**src/rtl/aes_shift_rows.sv**
```systemverilog
// AES ShiftRows / InvShiftRows byte permutation with one output register stage.
// Optional macro SHIFT_ROWS_RUNTIME_INV_EN adds inv_sel to flip the direction at runtime.
module aes_shift_rows #(
    parameter int INVERSE = 0
) (
    input  logic         clk,
    input  logic         rst,
    input  logic         in_valid,
    input  logic [127:0] input_state,
`ifdef SHIFT_ROWS_RUNTIME_INV_EN
    input  logic         inv_sel,
`endif
    output logic         out_valid,
    output logic [127:0] output_state
);

    logic         inv_eff;
    logic [127:0] fwd_state;
    logic [127:0] inv_state;
    logic [127:0] perm_state;

`ifdef SHIFT_ROWS_RUNTIME_INV_EN
    always_comb inv_eff = (INVERSE != 0) ^ inv_sel;
`else
    always_comb inv_eff = (INVERSE != 0);
`endif

    // Byte k = 4*col + row sits at bits [127-8k -: 8]; both directions are
    // pure wiring, so only the final select depends on inv_eff.
    for (genvar k = 0; k < 16; k++) begin : g_byte
        localparam int ROW     = k % 4;
        localparam int COL     = k / 4;
        localparam int SRC_FWD = 4 * ((COL + ROW) % 4) + ROW;
        localparam int SRC_INV = 4 * ((COL - ROW + 4) % 4) + ROW;

        assign fwd_state[127 - 8*k -: 8] = input_state[127 - 8*SRC_FWD -: 8];
        assign inv_state[127 - 8*k -: 8] = input_state[127 - 8*SRC_INV -: 8];
    end

    always_comb perm_state = inv_eff ? inv_state : fwd_state;

    always_ff @(posedge clk) begin
        if (rst) begin
            output_state <= '0;
            out_valid    <= 1'b0;
        end else begin
            out_valid <= in_valid;
            if (in_valid) begin
                output_state <= perm_state;
            end
        end
    end

endmodule

```
**config.mk**
```make
export PLATFORM = sky130hd
export DESIGN_NAME = aes_shift_rows
export DESIGN_NICKNAME = d
export VERILOG_FILES = /design/src/rtl/aes_shift_rows.sv
export SDC_FILE = /design/constraint.sdc
export NUM_CORES = 1
export LEC_CHECK = 0
export BUFFER_PORTS_ARGS = -buffer_cell sky130_fd_sc_hd__buf_2
export CAP_MARGIN = 20
export CORE_MARGIN = 2
export CORE_UTILIZATION = 40
export DETAILED_ROUTE_END_ITERATION = 7
export PLACE_DENSITY = 0.76
export SLEW_MARGIN = 20
export SYNTH_ARGS = -nofsm -noshare
export SYNTH_HDL_FRONTEND = slang
export SYNTH_SLANG_ARGS = --single-unit
```
**constraint.sdc**
```tcl
create_clock -name clk -period 0.8 [get_ports clk]
set_input_delay 0.04 -clock clk [delete_from_list [all_inputs] [get_ports clk]]
set_output_delay 0.04 -clock clk [all_outputs]
set_load 0.005 [all_outputs]
```
==> flow_summary.yaml, run 1 <==
status:
  run_status: "finished, violations left"
  failed_checks: "negative setup slack"
layout:
  mostFrequentLayoutCells: "buf_2, dfxtp_2, nor2_1, dlygate4sd3_1, mux2i_1"
  syn_to_final_growth_pct: 87.5
  fin_nets: 967
  n_fill_cell: 599
  mostFrequentLayoutCell: "buf_2"
  drive_gt1_share_pct: 54.7
  final_cells: 992
floorplan:
  dieArea_um2: 12500
  io_pins: 260
  coreArea_um2: 11400
  chipWidth_um: 112
  initial_core_util_pct: 40.9
  num_rows: 39
  die_height_um: 112
cts:
  h-tree-depth: 4
  cts_buffers: 17
  clk_pin_slew_ps: 50
  cts_buffer_depth: 2
  insertion_delay_ps: 410
  cts-root-buf: "clkbuf_16"
  cts_sinks: 129
  tritoncts: "done"
routing:
  vias_per_cell: 4.78
  vias: 4744
  wirelength_mm: 17.1
  drt_first_pass_iters: 4
  antenna_left: 0
  drc_errors: 0
  wl_per_cell_um: 17.3
  drt_iter0_drc: 210
power:
  comb_power_share_pct: 16.1
  peakVddDrop_mv: 1.48
  powerDensity_nw_per_um2: 1960
  switching_share_pct: 23.2
  intPower_mw: 13.2
  p_sw_mw: 3.96
  pwr-share-seq_pct: 41.9
  cellLeakagePower_nw: 4.40
  pwr-share-clk_pct: 42.0
worst_setup_path:
  worstPathCellList: "buf_2"
  crit_slowest_cell: "dfxtp_2"
  crit_family: "flip-flops"
  cpPeakStageDelay_ps: 340
  path_max_fanout: 2
  cp.required_ps: 760
  critPathArrivalTime_ps: 870
  worstSetupPathType: "reg -> out"
  path_buf_inv: 1
  start_kind: "register"
  cp-end-kind: "output pin"
synthesis:
  seq_area_frac_synth_pct: 55.3
  synthCells: 415
  yosys_warnings: 0
  avgSynthCellArea_um2: 11.2
  synthDistinctLibCells: 10
  synth_seq_cells: 129
  syn_area_um2: 4670
  syn_nets: 546
sta:
  grt_setup_unrepaired: "true"
  final.period_utilization_pct: 113
  fmax_ghz: 1.10
  slew_viol_final: 0
  hold_viol_final: 0
  slew_headroom_pct: 82.4
  setup_slack_ps: -105
  min_period_ps: 905
  hold_slack_ps: 45.8
  worstMarginPinSlew_ps: 256
  setup_violations: 133
  skew_ps: 0
worst_hold_path:
  min_path_type: "in -> reg"
placement:
  port_buffers: 259
  gp_congestion: 0.741
  hpwlAfterDp_mm: 8.14
  pre_cts_ws_ps: -116
  dp_cells: 800
global_route:
  grtUsageTotal_pct: 24.5
  grt_antenna_before_repair: 1
  grt_overflow: 0
  grt_pass1_vias: 5049
  grt_max_degree: 68
  grt_pass1_wl_mm: 24.3
job:
  cap_violations: 0
==> cell type report <==
type	count	area, um2	area share [%]
diodes	1	2.50	0.0286
clock buffers	25	495	5.66
clock inverters	6	55.1	0.629
multi-input cells	257	1800	20.6
flip-flops and latches	129	2740	31.4
well taps	143	179	2.04
repair buffers	431	3470	39.7
==> power by group through the flow <==
stage          Sequential (mW)  Clock [mW]  Combinational, mW
6_report                  7.17        7.19               2.75
5_1_grt                   7.20        7.63               2.91
4_1_cts                   7.10        7.23               2.36
3_5_place_dp              7.13           0               1.70
3_3_place_gp              7.12           0               1.64
2_1_floorplan             7.17           0              0.887
==> synthesized netlist by cell type <==
| cell | n | area (um2) |
|---|---|---|
| buf_6 | 1 | 11.3 |
| nor2b_1 | 1 | 6.26 |
| mux2i_1 | 128 | 1280 |
| buf_12 | 11 | 220 |
| buf_8 | 1 | 15.0 |
| buf_4 | 2 | 15.0 |
| dfxtp_1 | 129 | 2580 |
| buf_2 | 2 | 10.0 |
| nor2_1 | 128 | 480 |
| clkbuf_1 | 12 | 45.0 |
==> kinds of logic after synthesis <==
logic type / after synthesis / share of synthesized area [%]
AND/OR/NAND/NOR: 129 / 10.4
multiplexers: 128 / 27.5
buffers and inverters: 29 / 6.78
flip-flops: 129 / 55.3
==> routing by layer <==
metal  GRT usage [%]  share of wire, %  up-vias  wire length [um]
li1                -                 -     2218                 -
met1            23.0                35     2250              5990
met2            46.3                54      218              9250
met3            8.05               6.8       58              1160
met4            14.1               4.1        0               709
met5               0                 0        -                 0
==> final timing paths <==
check	depth (start not counted)	end	slack, ps	start
hold reg to reg	2	output_state[126]	480	output_state[126]
setup reg to reg	3	output_state[87]	-40	output_state[87]
setup / recovery	1	output_state[51]	-110	output_state[51]
hold / removal	3	output_state[13]	50	in_valid
==> sequential cells by signal (all words and copies together) (netlist names) <==
signal and cells:
out_valid 1, output_state 128
==> metrics by stage <==
step / utilization (%) / instance area, um2 / TNS, ps / power (mW)
floorplan: - / 4670 / 0 / 8.05
global placement: 52.4 / 5990 / -5310 / 8.76
detailed placement: 52.4 / 5990 / -7740 / 8.83
CTS: 72.7 / 8300 / -12180 / 16.7
global route: 76.6 / 8750 / -14980 / 17.7
finish: 76.6 / 8750 / -10780 / 17.1
==> what timing repair did <==
item / in CTS / in global routing
setup buffers: 18 / 14
resized for setup: 156 / 60
pin swaps: 0 / 4
cloned: 0 / 0
endpoints found under the setup margin: 129 / 134
hold endpoints to repair: 128 / 0
hold buffers: 128 / 0
Note: power is estimated with default switching activity, not from simulation.
==> run 2: changes to the inputs <==
--- a/config.mk
+++ b/config.mk
@@ -11,6 +11,7 @@
 export CORE_UTILIZATION = 40
 export DETAILED_ROUTE_END_ITERATION = 7
 export PLACE_DENSITY = 0.76
+export SETUP_SLACK_MARGIN = 0.1
 export SLEW_MARGIN = 20
 export SYNTH_ARGS = -nofsm -noshare
 export SYNTH_HDL_FRONTEND = slang
==> run 2 against run 1 <==
The run still ends with negative setup slack left. Worst setup slack lost 1.0 ps. Clock skew is the same. Power grew 6.6%. Die area is the same. Non-clock buffer count shrank 6. Wire length grew 2.1%. Register-to-register slack is essentially flat.
==> flow_summary.yaml, run 2 (synthesis results as in run 1) <==
worst_setup_path:
  cp.required_ps: 760
  r2r_cells: 3
  r2r-end: "output_state[69]"
  cpPeakStageDelay_ps: 350
  cp-end-kind: "output pin"
  crit_family: "flip-flops"
  crit_slowest_cell: "dfxtp_2"
  reg2reg_slack_ps: -40
  path_buf_inv: 1
  worstSetupPathType: "reg -> out"
  critPathArrivalTime_ps: 870
  path_max_fanout: 2
  reg2reg_from: "output_state[69]"
  worstPathCellList: "buf_2"
  start_kind: "register"
power:
  powerDensity_nw_per_um2: 2080
  peakVddDrop_mv: 1.38
  power_mw: 18.3
  cellLeakagePower_nw: 4.40
global_route:
  busiest_layer: "met2"
  grt_use_met1_pct: 24.8
  grtUsageTotal_pct: 24.1
  grt_antenna_before_repair: 0
  grt_util_met2_pct: 44.5
  grt_max_degree: 64
  grt_pass1_vias: 4862
  met3_usage_pct: 7.45
  grt_pass1_wl_mm: 23.9
  grt_overflow: 0
floorplan:
  num_rows: 39
  coreArea_um2: 11400
  io_pins: 260
  initial_core_util_pct: 40.9
  die_height_um: 112
  dieArea_um2: 12500
  chipWidth_um: 112
sta:
  fmax_ghz: 1.10
  hold_viol_final: 0
  slew_headroom_pct: 79.5
  skew_ps: 0
  final.period_utilization_pct: 113
  hold_slack_ps: 118
  setup_slack_ps: -107
  grt_setup_unrepaired: "true"
  slew_viol_final: 0
  worstMarginPinSlew_ps: 307
  setup_violations: 134
  min_period_ps: 907
layout:
  top_regs: "output_state (128), out_valid (1)"
  mostFrequentLayoutCells: "buf_2, dlygate4sd3_1, dfxtp_2, nor2_1, mux2i_1"
  final_cells: 986
  drive_gt1_share_pct: 54.8
  regMostFlops: "output_state"
  antenna_cells: 0
  largest_reg_flops: 128
  fin_nets: 961
  fin_util_pct: 76.9
  syn_to_final_growth_pct: 88.2
  mostFrequentLayoutCell: "buf_2"
worst_hold_path:
  holdPathStages: 3
  whs_endpoint: "output_state[3]"
  hold_start: "rst"
  min_path_type: "in -> reg"
cts:
  cts_buffer_depth: 2
  tritoncts: "done"
  cts-root-buf: "clkbuf_16"
  h-tree-depth: 4
  cts_sinks: 129
  insertion_delay_ps: 400
  cts_buffers: 17
  clk_pin_slew_ps: 60
routing:
  vias_per_cell: 4.79
  drt_first_pass_iters: 4
  drt_iter0_drc: 257
  drc_errors: 0
  wl_per_cell_um: 17.7
  antenna_left: 0
  vias: 4724
  wirelength_mm: 17.5
placement:
  gp_congestion: 0.736
  pre_cts_ws_ps: -82.2
  dp_cells: 801
  port_buffers: 259
  hpwlAfterDp_mm: 8.19
job:
  cap_violations: 0
status:
  failed_checks: "negative setup slack"
  run_status: "finished, violations left"
==> run 2: changes by cell type in the layout (fill, tap and decap cells not counted), sizes merged <==
cell         delta
dlygate4sd3     +1
buf             -7
inv             +1
diode           -1
bufinv          +3
clkbuf          -5
clkinvlp        +2
==> run 2: worst max-delay path by stage <==
stage | endpoint | slack, ps | depth (start not counted) | start
global route | output_state[121] | -140 | 1 | output_state[121]
global placement | output_state[81] | -40 | 4 | in_valid
CTS | output_state[96] | -100 | 1 | output_state[96]
floorplan | output_state[100] | 40 | 5 | in_valid
finish | output_state[13] | -110 | 1 | output_state[13]
detailed placement | output_state[76] | -80 | 4 | in_valid
==> run 2: power by group <==
part / switching [mW] / leakage [nW] / internal [mW]
clock network: 2.87 / 0.313 / 5.48
registers: 0.278 / 1.11 / 6.89
logic: 1.06 / 2.98 / 1.67
total: 4.21 / 4.40 / 14.0
==> run 2: tightest hold or removal path: stages <==
cell,delay [ps]
buf_4,140
buf_12,180
nor2_1,110
==> run 2: metrics by stage <==
stage	TNS, ps	instance area [um2]
after CTS	-11240	8360
after global routing	-14990	8780
after floorplan	0	4670
final	-10080	8780
after global placement	-961	5980
after detailed placement	-3530	5980
==> run 2: cell type report <==
cell class,instances,area (um2)
flip-flops and latches,129,2740
fillers,629,2640
multi-input cells,257,1790
repair buffers,425,3420
clock buffers,20,467
well taps,143,179
clock inverters,12,180
==> run 2: metal layers <==
metal | up-vias | wire length, um
li1 | 2197 | -
met2 | 247 | 9260
met3 | 44 | 1240
met4 | 0 | 540
met1 | 2236 | 6430
met5 | - | 0
==> run 2: repair_timing <==
action,in CTS,in global routing
pin swaps,10,18
resized for setup,154,64
endpoints found under the hold margin,128,7
cloned,0,0
setup endpoints to repair,129,147
hold buffers,129,1
buffers inserted,11,13
